$ cat src/rtl/plic_seq_pkg.sv
// Shared state encoding, PLIC register map offsets and enable-mask helper for the init sequencer.
// Latency: n/a (package).
// Backpressure: n/a.
package plic_seq_pkg;

    typedef enum logic [1:0] {
        IDLE = 2'd0,
        PRIO = 2'd1,
        IE   = 2'd2,
        THR  = 2'd3
    } seq_state_e;

    localparam logic [31:0] PRIO_OFS   = 32'h0000_0000;
    localparam logic [31:0] IE_OFS     = 32'h0000_2000;
    localparam logic [31:0] IE_STRIDE  = 32'h0000_0080;
    localparam logic [31:0] THR_OFS    = 32'h0020_0000;
    localparam logic [31:0] THR_STRIDE = 32'h0000_1000;

    // Enable word w: all sources enabled (or none), except the reserved source 0
    // and any bit position past the last real source.
    function automatic logic [31:0] ie_word_mask(input int unsigned w,
                                                 input int unsigned n_source,
                                                 input logic        def_ie);
        logic [31:0] m;
        int unsigned idx;
        m = '0;
        for (int unsigned b = 0; b < 32; b++) begin
            idx  = w * 32 + b;
            m[b] = def_ie && (idx != 0) && (idx <= n_source);
        end
        return m;
    endfunction

endpackage

$ cat src/rtl/reg_intf.sv
// Register-interface bus types shared by the PLIC and anything sitting in front of it.
// Latency: n/a (types only).
// Backpressure: a transfer completes when valid && ready in the same cycle.
package reg_intf;

    typedef struct packed {
        logic [31:0] addr;
        logic        write;
        logic [31:0] wdata;
        logic [3:0]  wstrb;
        logic        valid;
    } reg_intf_req_a32_d32;

    typedef struct packed {
        logic [31:0] rdata;
        logic        error;
        logic        ready;
    } reg_intf_resp_d32;

endpackage

$ cat src/rtl/plic_seq_addr_gen.sv
// Walks source/target/word counters and produces the address and data of the current config write.
// Latency: addr/wdata are combinational from the counters; counters step one cycle after advance_i.
// Backpressure: counters only move on advance_i, so addr/wdata hold while the write is stalled.
module plic_seq_addr_gen
    import plic_seq_pkg::*;
#(
    parameter int unsigned N_SOURCE   = 128,
    parameter int unsigned N_TARGET   = 60,
    parameter int unsigned MAX_PRIO   = 7,
    parameter int unsigned DEF_PRIO   = 1,
    parameter int unsigned DEF_THRESH = 0,
    parameter logic        DEF_IE     = 1'b1,
    parameter logic [31:0] BASE_ADDR  = 32'h0
) (
    input  logic        clk_i,
    input  logic        rst_ni,
    input  seq_state_e  state_i,
    input  logic        advance_i,
    output logic [31:0] addr_o,
    output logic [31:0] wdata_o,
    output logic        phase_last_o,
    output logic        last_o
);

    localparam int unsigned NW    = (N_SOURCE + 1 + 31) / 32;
    localparam int unsigned PRIOW = $clog2(MAX_PRIO + 1);
    localparam int unsigned SRCW  = (N_SOURCE + 1 > 1) ? $clog2(N_SOURCE + 1) : 1;
    localparam int unsigned TGTW  = (N_TARGET > 1) ? $clog2(N_TARGET) : 1;
    localparam int unsigned WRDW  = (NW > 1) ? $clog2(NW) : 1;

    localparam logic [SRCW-1:0]  LAST_SRC  = SRCW'(N_SOURCE);
    localparam logic [TGTW-1:0]  LAST_TGT  = TGTW'(N_TARGET - 1);
    localparam logic [WRDW-1:0]  LAST_WRD  = WRDW'(NW - 1);
    localparam logic [PRIOW-1:0] PRIO_VAL  = PRIOW'(DEF_PRIO);
    localparam logic [PRIOW-1:0] THR_VAL   = PRIOW'(DEF_THRESH);

    logic [SRCW-1:0] src_q,  src_d;
    logic [TGTW-1:0] tgt_q,  tgt_d;
    logic [WRDW-1:0] word_q, word_d;

    logic src_last, tgt_last, word_last;

    assign src_last  = (src_q == LAST_SRC);
    assign tgt_last  = (tgt_q == LAST_TGT);
    assign word_last = (word_q == LAST_WRD);

    // Next counter values: parked at the first write while idle, stepped on each accepted write.
    always_comb begin
        src_d  = src_q;
        tgt_d  = tgt_q;
        word_d = word_q;
        case (state_i)
            IDLE: begin
                src_d  = SRCW'(1);
                tgt_d  = '0;
                word_d = '0;
            end
            PRIO: begin
                if (advance_i && !src_last) src_d = src_q + SRCW'(1);
            end
            IE: begin
                if (advance_i) begin
                    if (word_last) begin
                        word_d = '0;
                        tgt_d  = tgt_last ? '0 : tgt_q + TGTW'(1);
                    end else begin
                        word_d = word_q + WRDW'(1);
                    end
                end
            end
            THR: begin
                if (advance_i) tgt_d = tgt_last ? '0 : tgt_q + TGTW'(1);
            end
            default: ;
        endcase
    end

    // Counter registers; reset lands on the first write of a sequence.
    always_ff @(posedge clk_i or negedge rst_ni) begin
        if (!rst_ni) begin
            src_q  <= SRCW'(1);
            tgt_q  <= '0;
            word_q <= '0;
        end else begin
            src_q  <= src_d;
            tgt_q  <= tgt_d;
            word_q <= word_d;
        end
    end

    // Address, data and end-of-phase flags for the write currently presented.
    always_comb begin
        addr_o       = '0;
        wdata_o      = '0;
        phase_last_o = 1'b0;
        case (state_i)
            PRIO: begin
                addr_o       = BASE_ADDR + PRIO_OFS + (32'(src_q) << 2);
                wdata_o      = 32'(PRIO_VAL);
                phase_last_o = src_last;
            end
            IE: begin
                addr_o       = BASE_ADDR + IE_OFS + IE_STRIDE * 32'(tgt_q) + (32'(word_q) << 2);
                wdata_o      = ie_word_mask(32'(word_q), N_SOURCE, DEF_IE);
                phase_last_o = word_last && tgt_last;
            end
            THR: begin
                addr_o       = BASE_ADDR + THR_OFS + THR_STRIDE * 32'(tgt_q);
                wdata_o      = 32'(THR_VAL);
                phase_last_o = tgt_last;
            end
            default: ;
        endcase
    end

    assign last_o = (state_i == THR) && tgt_last;

endmodule

$ cat src/rtl/plic_init_sequencer.sv
// Boot-time PLIC configurator and arbiter: writes default priorities, enables and thresholds, else passes host traffic.
// Latency: zero-cycle pass-through when idle; sequencer write valid starts the cycle after leaving IDLE.
// Backpressure: each write holds until PLIC ready; host sees ready=0 while a sequence owns the bus.
module plic_init_sequencer
    import plic_seq_pkg::*;
#(
    parameter int unsigned N_SOURCE   = 128,
    parameter int unsigned N_TARGET   = 60,
    parameter int unsigned MAX_PRIO   = 7,
    parameter int unsigned DEF_PRIO   = 1,
    parameter int unsigned DEF_THRESH = 0,
    parameter logic        DEF_IE     = 1'b1,
    parameter logic [31:0] BASE_ADDR  = 32'h0,
    parameter logic        AUTO_START = 1'b1
) (
    input  logic                          clk_i,
    input  logic                          rst_ni,
    input  logic                          start_i,
    output logic                          busy_o,
    output logic                          done_o,
    output logic                          err_o,
    input  reg_intf::reg_intf_req_a32_d32 req_i,
    output reg_intf::reg_intf_resp_d32    resp_o,
    output reg_intf::reg_intf_req_a32_d32 req_o,
    input  reg_intf::reg_intf_resp_d32    resp_i
);

    seq_state_e  state_q;
    logic        pending_q;
    logic        busy_q;
    logic        done_q;
    logic        err_q;

    logic [31:0] gen_addr;
    logic [31:0] gen_wdata;
    logic        phase_last;
    logic        seq_last;
    logic        seq_hs;

    // The sequencer always drives valid outside IDLE, so ready alone marks its handshake.
    assign seq_hs = (state_q != IDLE) && resp_i.ready;

    plic_seq_addr_gen #(
        .N_SOURCE   (N_SOURCE),
        .N_TARGET   (N_TARGET),
        .MAX_PRIO   (MAX_PRIO),
        .DEF_PRIO   (DEF_PRIO),
        .DEF_THRESH (DEF_THRESH),
        .DEF_IE     (DEF_IE),
        .BASE_ADDR  (BASE_ADDR)
    ) u_addr_gen (
        .clk_i        (clk_i),
        .rst_ni       (rst_ni),
        .state_i      (state_q),
        .advance_i    (seq_hs),
        .addr_o       (gen_addr),
        .wdata_o      (gen_wdata),
        .phase_last_o (phase_last),
        .last_o       (seq_last)
    );

    // Sequence FSM with registered busy/done/err; waits for an in-flight host transfer before taking the bus.
    always_ff @(posedge clk_i or negedge rst_ni) begin
        if (!rst_ni) begin
            state_q   <= IDLE;
            pending_q <= AUTO_START;
            busy_q    <= AUTO_START;
            done_q    <= 1'b0;
            err_q     <= 1'b0;
        end else begin
            done_q <= 1'b0;
            case (state_q)
                IDLE: begin
                    if (start_i && !busy_q) begin
                        pending_q <= 1'b1;
                        busy_q    <= 1'b1;
                        err_q     <= 1'b0;
                    end
                    if (pending_q && (!req_i.valid || resp_i.ready)) begin
                        state_q   <= PRIO;
                        pending_q <= 1'b0;
                    end
                end
                PRIO: if (seq_hs && phase_last) state_q <= IE;
                IE:   if (seq_hs && phase_last) state_q <= THR;
                THR: begin
                    if (seq_hs && seq_last) begin
                        state_q <= IDLE;
                        done_q  <= 1'b1;
                        busy_q  <= 1'b0;
                    end
                end
                default: state_q <= IDLE;
            endcase
            if (seq_hs && resp_i.error) err_q <= 1'b1;
        end
    end

    // Bus ownership: host straight through in IDLE, sequencer writes otherwise with the host held off.
    always_comb begin
        req_o  = req_i;
        resp_o = resp_i;
        if (state_q != IDLE) begin
            req_o.addr  = gen_addr;
            req_o.write = 1'b1;
            req_o.wdata = gen_wdata;
            req_o.wstrb = 4'hF;
            req_o.valid = 1'b1;
            resp_o      = '0;
        end
    end

    assign busy_o = busy_q;
    assign done_o = done_q;
    assign err_o  = err_q;

endmodule

$ cat config.mk
export PLATFORM = sky130hd
export DESIGN_NAME = plic_init_sequencer
export DESIGN_NICKNAME = d
export VERILOG_FILES = /design/src/rtl/plic_seq_pkg.sv /design/src/rtl/reg_intf.sv /design/src/rtl/plic_seq_addr_gen.sv /design/src/rtl/plic_init_sequencer.sv
export SDC_FILE = /design/constraint.sdc
export NUM_CORES = 1
export LEC_CHECK = 0
export ABC_AREA = 1
export BUFFER_PORTS_ARGS = -buffer_cell sky130_fd_sc_hd__buf_2
export CAP_MARGIN = 10
export CORE_UTILIZATION = 25
export CTS_CLUSTER_SIZE = 8
export DETAILED_ROUTE_END_ITERATION = 12
export PLACE_DENSITY_LB_ADDON = 0.15
export RECOVER_POWER = 100
export SLEW_MARGIN = 20
export SYNTH_ARGS = -nofsm -noshare
export SYNTH_HDL_FRONTEND = slang
export SYNTH_SLANG_ARGS = --single-unit
$ cat constraint.sdc
create_clock -name clk_i -period 4.4 [get_ports clk_i]
set_input_delay 0.88 -clock clk_i [delete_from_list [all_inputs] [get_ports clk_i]]
set_output_delay 0.88 -clock clk_i [all_outputs]
set_load 0.02 [all_outputs]
== After elaboration in Yosys (flattened, before gate mapping) ==
Index checks and enable logic that the tools add are counted.
Word-level totals
  bits in registers: 23
  bits of input ports: 107
  output and inout bits: 107
  word-level logic and storage cells: 214
Cells by class
  $add $sub $neg: 37
  magnitude comparators: 32
  equal/unequal tests: 15
  multiplexer cells: 29
  reduce and logical (&&, ||, !) cells: 93
Operator list (count)
  $reduce_bool 32->1: 32
  $le 32x8->1 const B: 31
  $add 8x5->9 const B: 16
  $pmux 32 s3: 1
  $add 8x4->9 const B: 8
  $mux 70: 1
  $pmux 32 s2: 1
  $logic_and 1x1->1: 41
  $add 8x3->9 const B: 4
  $mux 34: 1
  $add 32x5->32: 1
  $mux 6: 4
  $add 22x18->23 const A: 1
  $add 8x2->9 const B: 2
  $pmux 6 s3: 1
  $pmux 8 s2: 1
  $add 14x13->15 const A: 1
  $ne 2x2->1 const B: 7
  $reduce_bool 2->1: 7
  $add 8x1->9 const B: 1
  $add 8x1->8 const B: 1
  $eq 8x8->1 const B: 1
  $le 8x8->1 const B: 1
  $mux 1: 8
  other kinds (21): 33

== Longest topological paths before layout ==
Gate-level depths: netlist (run 1).
  depth after elaboration: 6
  gate-level depth with buffers: 12
  mapped depth without buffers: 11

== By module ==
From an unflattened synthesis (run 1), not the netlist that was laid out.
Second synthesis, totals
  cells, all modules: 566
  area total of the unflattened synthesis: 3289.4 um^2
By module, submodules not included
  plic_seq_addr_gen: instances 1, cells an instance 235, area an instance 1773.0 um^2, sequential area each 426.7 um^2
  plic_init_sequencer: instances 1, cells an instance 331, area an instance 1516.5 um^2, sequential area each 152.6 um^2

== Worst setup path before layout (run 1) ==
Ideal clock, no wire load.
  path kind: reg-to-output
  start: reg state_q[0]
  end: out req_o[51] in the netlist's numbering
  data arrival time: 1.855 ns
  data required time: 3.520 ns
  slack: 1.665 ns
  stages on the path, launching flop included: 6
  path buffers: 2
  cell sequence: dfrtp_1 -> inv_1 -> ha_1 -> buf_6 -> buf_2 -> o311ai_0
RTL lines
  start: declaration: RTL line plic_init_sequencer.sv:28  | seq_state_e state_q;
  start signal: assignment: RTL line plic_init_sequencer.sv:65  | state_q <= IDLE;
  start signal: assignment: RTL line plic_init_sequencer.sv:80  | state_q <= PRIO;
  start signal: assignment: RTL line plic_init_sequencer.sv:84  | PRIO: if (seq_hs && phase_last) state_q <= IE;
  end: declaration: RTL line plic_init_sequencer.sv:24  | output reg_intf::reg_intf_req_a32_d32 req_o,

==> results of run 1 <==
[layout make-up]
type | instances | share of cell area
tap | 133 | 0.0474
timing repair buffer | 215 | 0.269
inverter | 82 | 0.0898
clock buffer | 4 | 0.0128
multi-input combinational | 300 | 0.416
sequential | 23 | 0.165
[through the flow]
stage | total power [mW] | area, µm² | util
final | 2.39 | 3510 | 0.361
after global routing | 2.66 | 3510 | 0.361
after CTS | 2.57 | 3700 | 0.380
after detailed placement | 2.42 | 3650 | 0.375
after global placement | 2.41 | 3650 | 0.375
after floorplan | 1.79 | 2500 | -
[cell families after synthesis]
kind of cell / count (synthesis) / synth area share
AO/OA/AOI/OAI: 44 / 0.105
adder cells (fa/ha/maj): 10 / 0.0500
buffers and inverters: 101 / 0.171
XOR/XNOR: 8 / 0.0280
flip-flops: 23 / 0.231
AND/OR/NAND/NOR: 238 / 0.415
[routing by layer]
metal  vias up  global-route usage  wire, µm
li1       1674                   -         -
met5         -                   0         0
met4         0              0.0275        35
met1      1423               0.231      4450
met2       110               0.259      4130
met3         2              0.0212       594
[flip-flops by register name, indices dropped and copies added, names as in the netlist]
name and count:
done_o 1, err_o 1, busy_o 1, state_q 2, u_addr_gen.tgt_q 6, pending_q 1, u_addr_gen.src_q 8, u_addr_gen.word_q 3
[final timing paths]
check                                      end  slack (ns)  depth (start not counted)
max in group asynchronous  u_addr_gen.tgt_q[2]        2.76                          1
min                                     busy_o        0.48                          2
max reg2reg                u_addr_gen.tgt_q[0]        1.93                          8
min in group asynchronous  u_addr_gen.src_q[3]        0.88                          1
min reg2reg                             busy_o        0.48                          2
max                                   req_o[8]        0.81                          6
[cells in the final DEF, fill, tap and decap left out, types with 3 or more instances in the layout]
| master | count |
|---|---|
| clkbuf_1 | 106 |
| nand4_1 | 5 |
| or2_2 | 6 |
| nand2_1 | 175 |
| inv_1 | 78 |
| buf_2 | 108 |
| nor2_1 | 19 |
| nand3_1 | 23 |
| o21ai_0 | 16 |
| ha_1 | 9 |
| o22ai_1 | 3 |
| dfstp_2 | 3 |
| xor2_1 | 7 |
| a21oi_1 | 15 |
| clkbuf_8 | 3 |
| dfrtp_1 | 20 |
[power groups by stage]
stage          combinational [mW]  sequential [mW]  clock (mW)
2_1_floorplan                1.46            0.330           0
6_report                     1.93            0.328       0.136
3_3_place_gp                 2.09            0.329           0
3_5_place_dp                 2.09            0.333           0
4_1_cts                      2.10            0.329       0.143
5_1_grt                      2.17            0.338       0.149
[cells in the mapped netlist (all sizes together)]
library cell / n
nand2: 178
inv: 81
nand3: 25
nor2: 22
dfrtp: 20
buf: 18
o21ai: 18
a21oi: 16
ha: 10
xor2: 7
or2: 6
nand4: 5
dfstp: 3
o22ai: 3
a31oi: 2
nor3: 2
o211ai: 2
o31ai: 2
clkbuf: 1
clkinv: 1
o311ai: 1
xnor2: 1
[worst max-delay path: stages, from the launching register on]
cell	delay (ns)
dfrtp_1	0.45
inv_1	0.15
ha_4	0.62
clkbuf_2	0.69
nand2_1	0.17
nand2_1	0.11
clkbuf_1	0.24
==> metrics.yaml, run 1 <==
status: "finished, final reports clean"
start_util: 0.257
comb_power_share: 0.806
min-delay-start: "busy_o"
multi_input_area_mm2: 0.00146
syn2layout_area_growth_pct: 40.2
cts_setup_buffers: 0
io_pins: 214
route.detailed.drc: 0
final-instance-count-excl-fill: 757
vias: 3209
slew_violations: 0
startpoint_type: "flip-flop"
die_x_um: 102
swShare: 0.648
setup_viol: 0
grt_pass1_wl_um: 13200
period_needed_ns: 3.59
syn_area_mm2: 0.00250
cts.clk_slew.worst_paths_ns: 0.09
power_density_mw_per_mm2: 682
p_leak_nw: 2.15
mappedNetlistNets: 541
slew_headroom: 0.133
yosysUniqueCellTypes: 33
r2r-start: "state_q[0]"
avgSynthCellArea_um2: 5.90
dieArea_mm2: 0.0104
fin_crit_sh: 0.815
required_ns: 3.52
first_pass_iters: 4
seqCellArea_um2: 579
gp_congestion: 0.753
tightest_slew_ns: 1.30
worst_slack_ns: 0.814
grt_max_degree: 68
synth_top_cell_by_area: "nand2_1"
finalWirelength_um: 9220
fill_cells: 1166
grt_antenna_before_repair: 0
hold_path.class: "flip-flop to flip-flop"
synth_top_area_frac: 0.256
holdBufCountCts: 0
die_h_um: 102
holdWs_ns: 0.484
setup_tns_ns: 0
layout-drive-gt1-share: 0.216
cts.sinks: 23
hold_viol_final: 0
critPathCaptureType: "output pin"
viasPerCell: 4.24
maxCapViolations: 0
pwr-share-clk: 0.057
clk_latency_ns: 0.26
p_sw_mw: 1.55
timing.fmax_mhz: 279
power_frac_seq: 0.137
gr-total-overflow: 0
io_buffers: 213
crit_arrival_ns: 2.71
synth.area.top_cells: "nand2_1 (26%), dfrtp_1 (20%), inv_1 (12%), ha_1 (5.0%), nand3_1 (4.4%)"
hpwl_um: 7400
grt.total_usage: 0.161
htreeDepth: 1
ir_drop_mv: 0.271
postRouteAntennaNets: 0
internal-power_mw: 0.843
rsz0062_at_grt: "no"
root_buffer: "clkbuf_8"
grt_pass1_vias: 2705
antennaDiodeCount: 0
clk_path_buf_depth: 2
place.detailed.instances: 753
cp_max_fo: 67
synth-warning-count: 0
pre_cts_ws_ns: 1.39
core_mm2: 0.00973
rows: 36
numCtsBuffers: 3
cts_tree: "done"
final_nets: 742
crit_type: "flip-flop to output pin"
startpoint: "state_q[0]"
synth_cells: 424
avgRoutedWirePerCell_um: 12.2
drt_iter0_drc: 117
seq_area_frac_synth: 0.231
finClkSkew_ns: 0.00181
synth-seq-cells: 23
cts-resized-gates: 0
Power figures use the tool's default switching activity.
==> inputs of run 2 (changes only) <==
==> constraint.sdc (replaced) <==
create_clock -name clk_i -period 2.9 [get_ports clk_i]
set_input_delay 0.58 -clock clk_i [delete_from_list [all_inputs] [get_ports clk_i]]
set_output_delay 0.58 -clock clk_i [all_outputs]
set_load 0.02 [all_outputs]
==> run 2 against run 1 <==
Effect of this change:
- die area unchanged
- critical path type unchanged
- clock power up 57%
- cell area up 2.4%
- sequential share of layout area down 0.39 points
- highest routed layer unchanged
- count of clock-buffer cells in the layout down 1
- sequential cell count unchanged
==> metrics.yaml, run 2 (synthesis gave the netlist of run 1 again) <==
status: "finished, final reports clean"
holdBufCountCts: 0  # unchanged
root_buffer: "clkbuf_8"
hpwl_um: 7460  # +0.73%
worst_slack_ns: 0.172  # -0.642 ns
crit_buf_inv: 3  # unchanged
power_density_mw_per_mm2: 1040  # +53%
dieArea_mm2: 0.0104  # unchanged
die_h_um: 102  # unchanged
core_mm2: 0.00973  # unchanged
min-delay-start: "busy_o"
largest_reg_flops: 8  # unchanged
gr-total-overflow: 0  # unchanged
crit_arrival_ns: 2.15  # -0.56 ns
clk_path_buf_depth: 2  # unchanged
startpoint: "state_q[0]"
startpoint_type: "flip-flop"
slew_violations: 0  # unchanged
cts_setup_buffers: 0  # unchanged
vias: 3208  # -0.031%
htreeDepth: 1  # unchanged
gp_congestion: 0.824  # +9.3%
reg_top3: "u_addr_gen.src_q: 8 flops, u_addr_gen.tgt_q: 6 flops, u_addr_gen.word_q: 3 flops"
antennaDiodeCount: 0  # unchanged
numCtsBuffers: 3  # unchanged
die_x_um: 102  # unchanged
io_buffers: 213  # unchanged
cts-resized-gates: 0  # unchanged
cp_max_fo: 31  # -54%
cts_tree: "done"
r2r-start: "state_q[0]"
maxCapViolations: 0  # unchanged
final_cell_mix: "nand2_1 (173), buf_2 (108), inv_1 (79), clkbuf_1 (74), clkbuf_2 (31)"
cts.sinks: 23  # unchanged
crit_type: "flip-flop to output pin"
start_util: 0.257  # unchanged
critPathTopFamily: "buffers and inverters"
layout-drive-gt1-share: 0.270  # +0.0536
multi_input_area_mm2: 0.00147  # +0.77%
grt_pass1_vias: 2633  # -2.7%
slew_headroom: 0.0794  # -0.0534
internal-power_mw: 1.38  # +63%
seqCellArea_um2: 579  # unchanged
finalWirelength_um: 9290  # +0.74%
power_frac_seq: 0.133  # -0.004
timing.fmax_mhz: 367
drt_iter0_drc: 135  # +15%
fill_cells: 1137  # -2.5%
swShare: 0.634  # -0.0142
pre_cts_ws_ns: 0.477  # -0.910 ns
final_common_cell: "nand2_1"
route.detailed.drc: 0  # unchanged
setup_tns_ns: 0  # unchanged
postRouteAntennaNets: 0  # unchanged
cp_cell_sequence: "inv_1 -> ha_4 -> nor2_1 -> nand3_1 -> clkbuf_4 -> nand2_1 -> clkbuf_2"
setup_viol: 0  # unchanged
tightest_slew_ns: 1.38  # +0.0801 ns
max_stage_delay_ns: 0.47  # -0.22 ns
viasPerCell: 4.23  # -0.29%
required_ns: 2.32  # -1.20 ns
grt_antenna_before_repair: 0  # unchanged
period_needed_ns: 2.73
p_leak_nw: 2.27  # +5.7%
syn2layout_area_growth_pct: 43.5
pwr-share-clk: 0.057  # about the same
ir_drop_mv: 0.429  # +58%
grt_max_degree: 57  # -16%
final_nets: 744  # +0.27%
grt_pass1_wl_um: 13000  # -2.0%
avgRoutedWirePerCell_um: 12.2  # +0.47%
fin_crit_sh: 0.941
largest_register: "u_addr_gen.src_q"
rsz0062_at_grt: "no"
comb_power_share: 0.810  # +0.004
cts.clk_slew.worst_paths_ns: 0.08  # about the same
hold_viol_final: 0  # unchanged
grt.total_usage: 0.159  # -0.00132
critPathCaptureType: "output pin"
hold_path.class: "flip-flop to flip-flop"
io_pins: 214  # unchanged
p_sw_mw: 2.38  # +53%
slowest_stage: "dfrtp_1"
finClkSkew_ns: 0.0112  # +0.00935 ns
rows: 36  # unchanged
clk_latency_ns: 0.28  # +0.02 ns
first_pass_iters: 4  # unchanged
## run 2: changes by cell type in the layout (fill, tap and decap cells not counted), sizes merged
cell    before  now
clkinv       1    2
buf        108  111
clkbuf     111  109
## run 2: worst paths after layout
kind / endpoint / slack [ns] / cells after the start
max: req_o[34] / 0.17 / 7
min: busy_o / 0.49 / 2
max reg2reg: u_addr_gen.tgt_q[1] / 0.68 / 8
min reg2reg: busy_o / 0.49 / 2
max in group asynchronous: state_q[0] / 1.48 / 1
min in group asynchronous: u_addr_gen.src_q[4] / 0.60 / 1
## run 2: tightest hold or removal path: cells and delay by family (launching register included)
family           cells  cell delay (ns)
DFF                  1             0.39
and+or+nand+nor      2             0.10
## run 2: power groups by stage
| stage | registers (mW) | logic (mW) | clock network, mW |
|---|---|---|---|
| after global routing | 0.515 | 3.38 | 0.229 |
| after global placement | 0.501 | 3.21 | 0 |
| after detailed placement | 0.506 | 3.21 | 0 |
| after CTS | 0.500 | 3.22 | 0.221 |
| final | 0.499 | 3.04 | 0.213 |
| after floorplan | 0.501 | 2.21 | 0 |
## run 2: area by class of cell
type                       count  share of cell area
multi-input combinational    300               0.409
timing repair buffer         217               0.283
sequential                    23               0.161
inverter                      82              0.0877
tap                          133              0.0463
clock buffer                   3              0.0115
clock inverter                 1             0.00139
## run 2: metal layers
layer,up-vias,track usage,routed length (µm)
li1,1682,-,-
met1,1407,0.233,4610
met2,115,0.257,4120
met3,4,0.0130,506
met4,0,0.0297,51
met5,-,0,0
## run 2: stage by stage
step                      utilization  power [mW]  std cells  area [µm²]  hold WS (ns)
after detailed placement        0.378        3.72        755        3680         0.475
after global placement          0.378        3.71        755        3680         0.476
after CTS                       0.383        3.94        759        3720         0.313
after floorplan                     -        2.71        424        2500         0.284
after global routing            0.369        4.13        759        3590         0.526
final                           0.369        3.75        759        3590         0.488
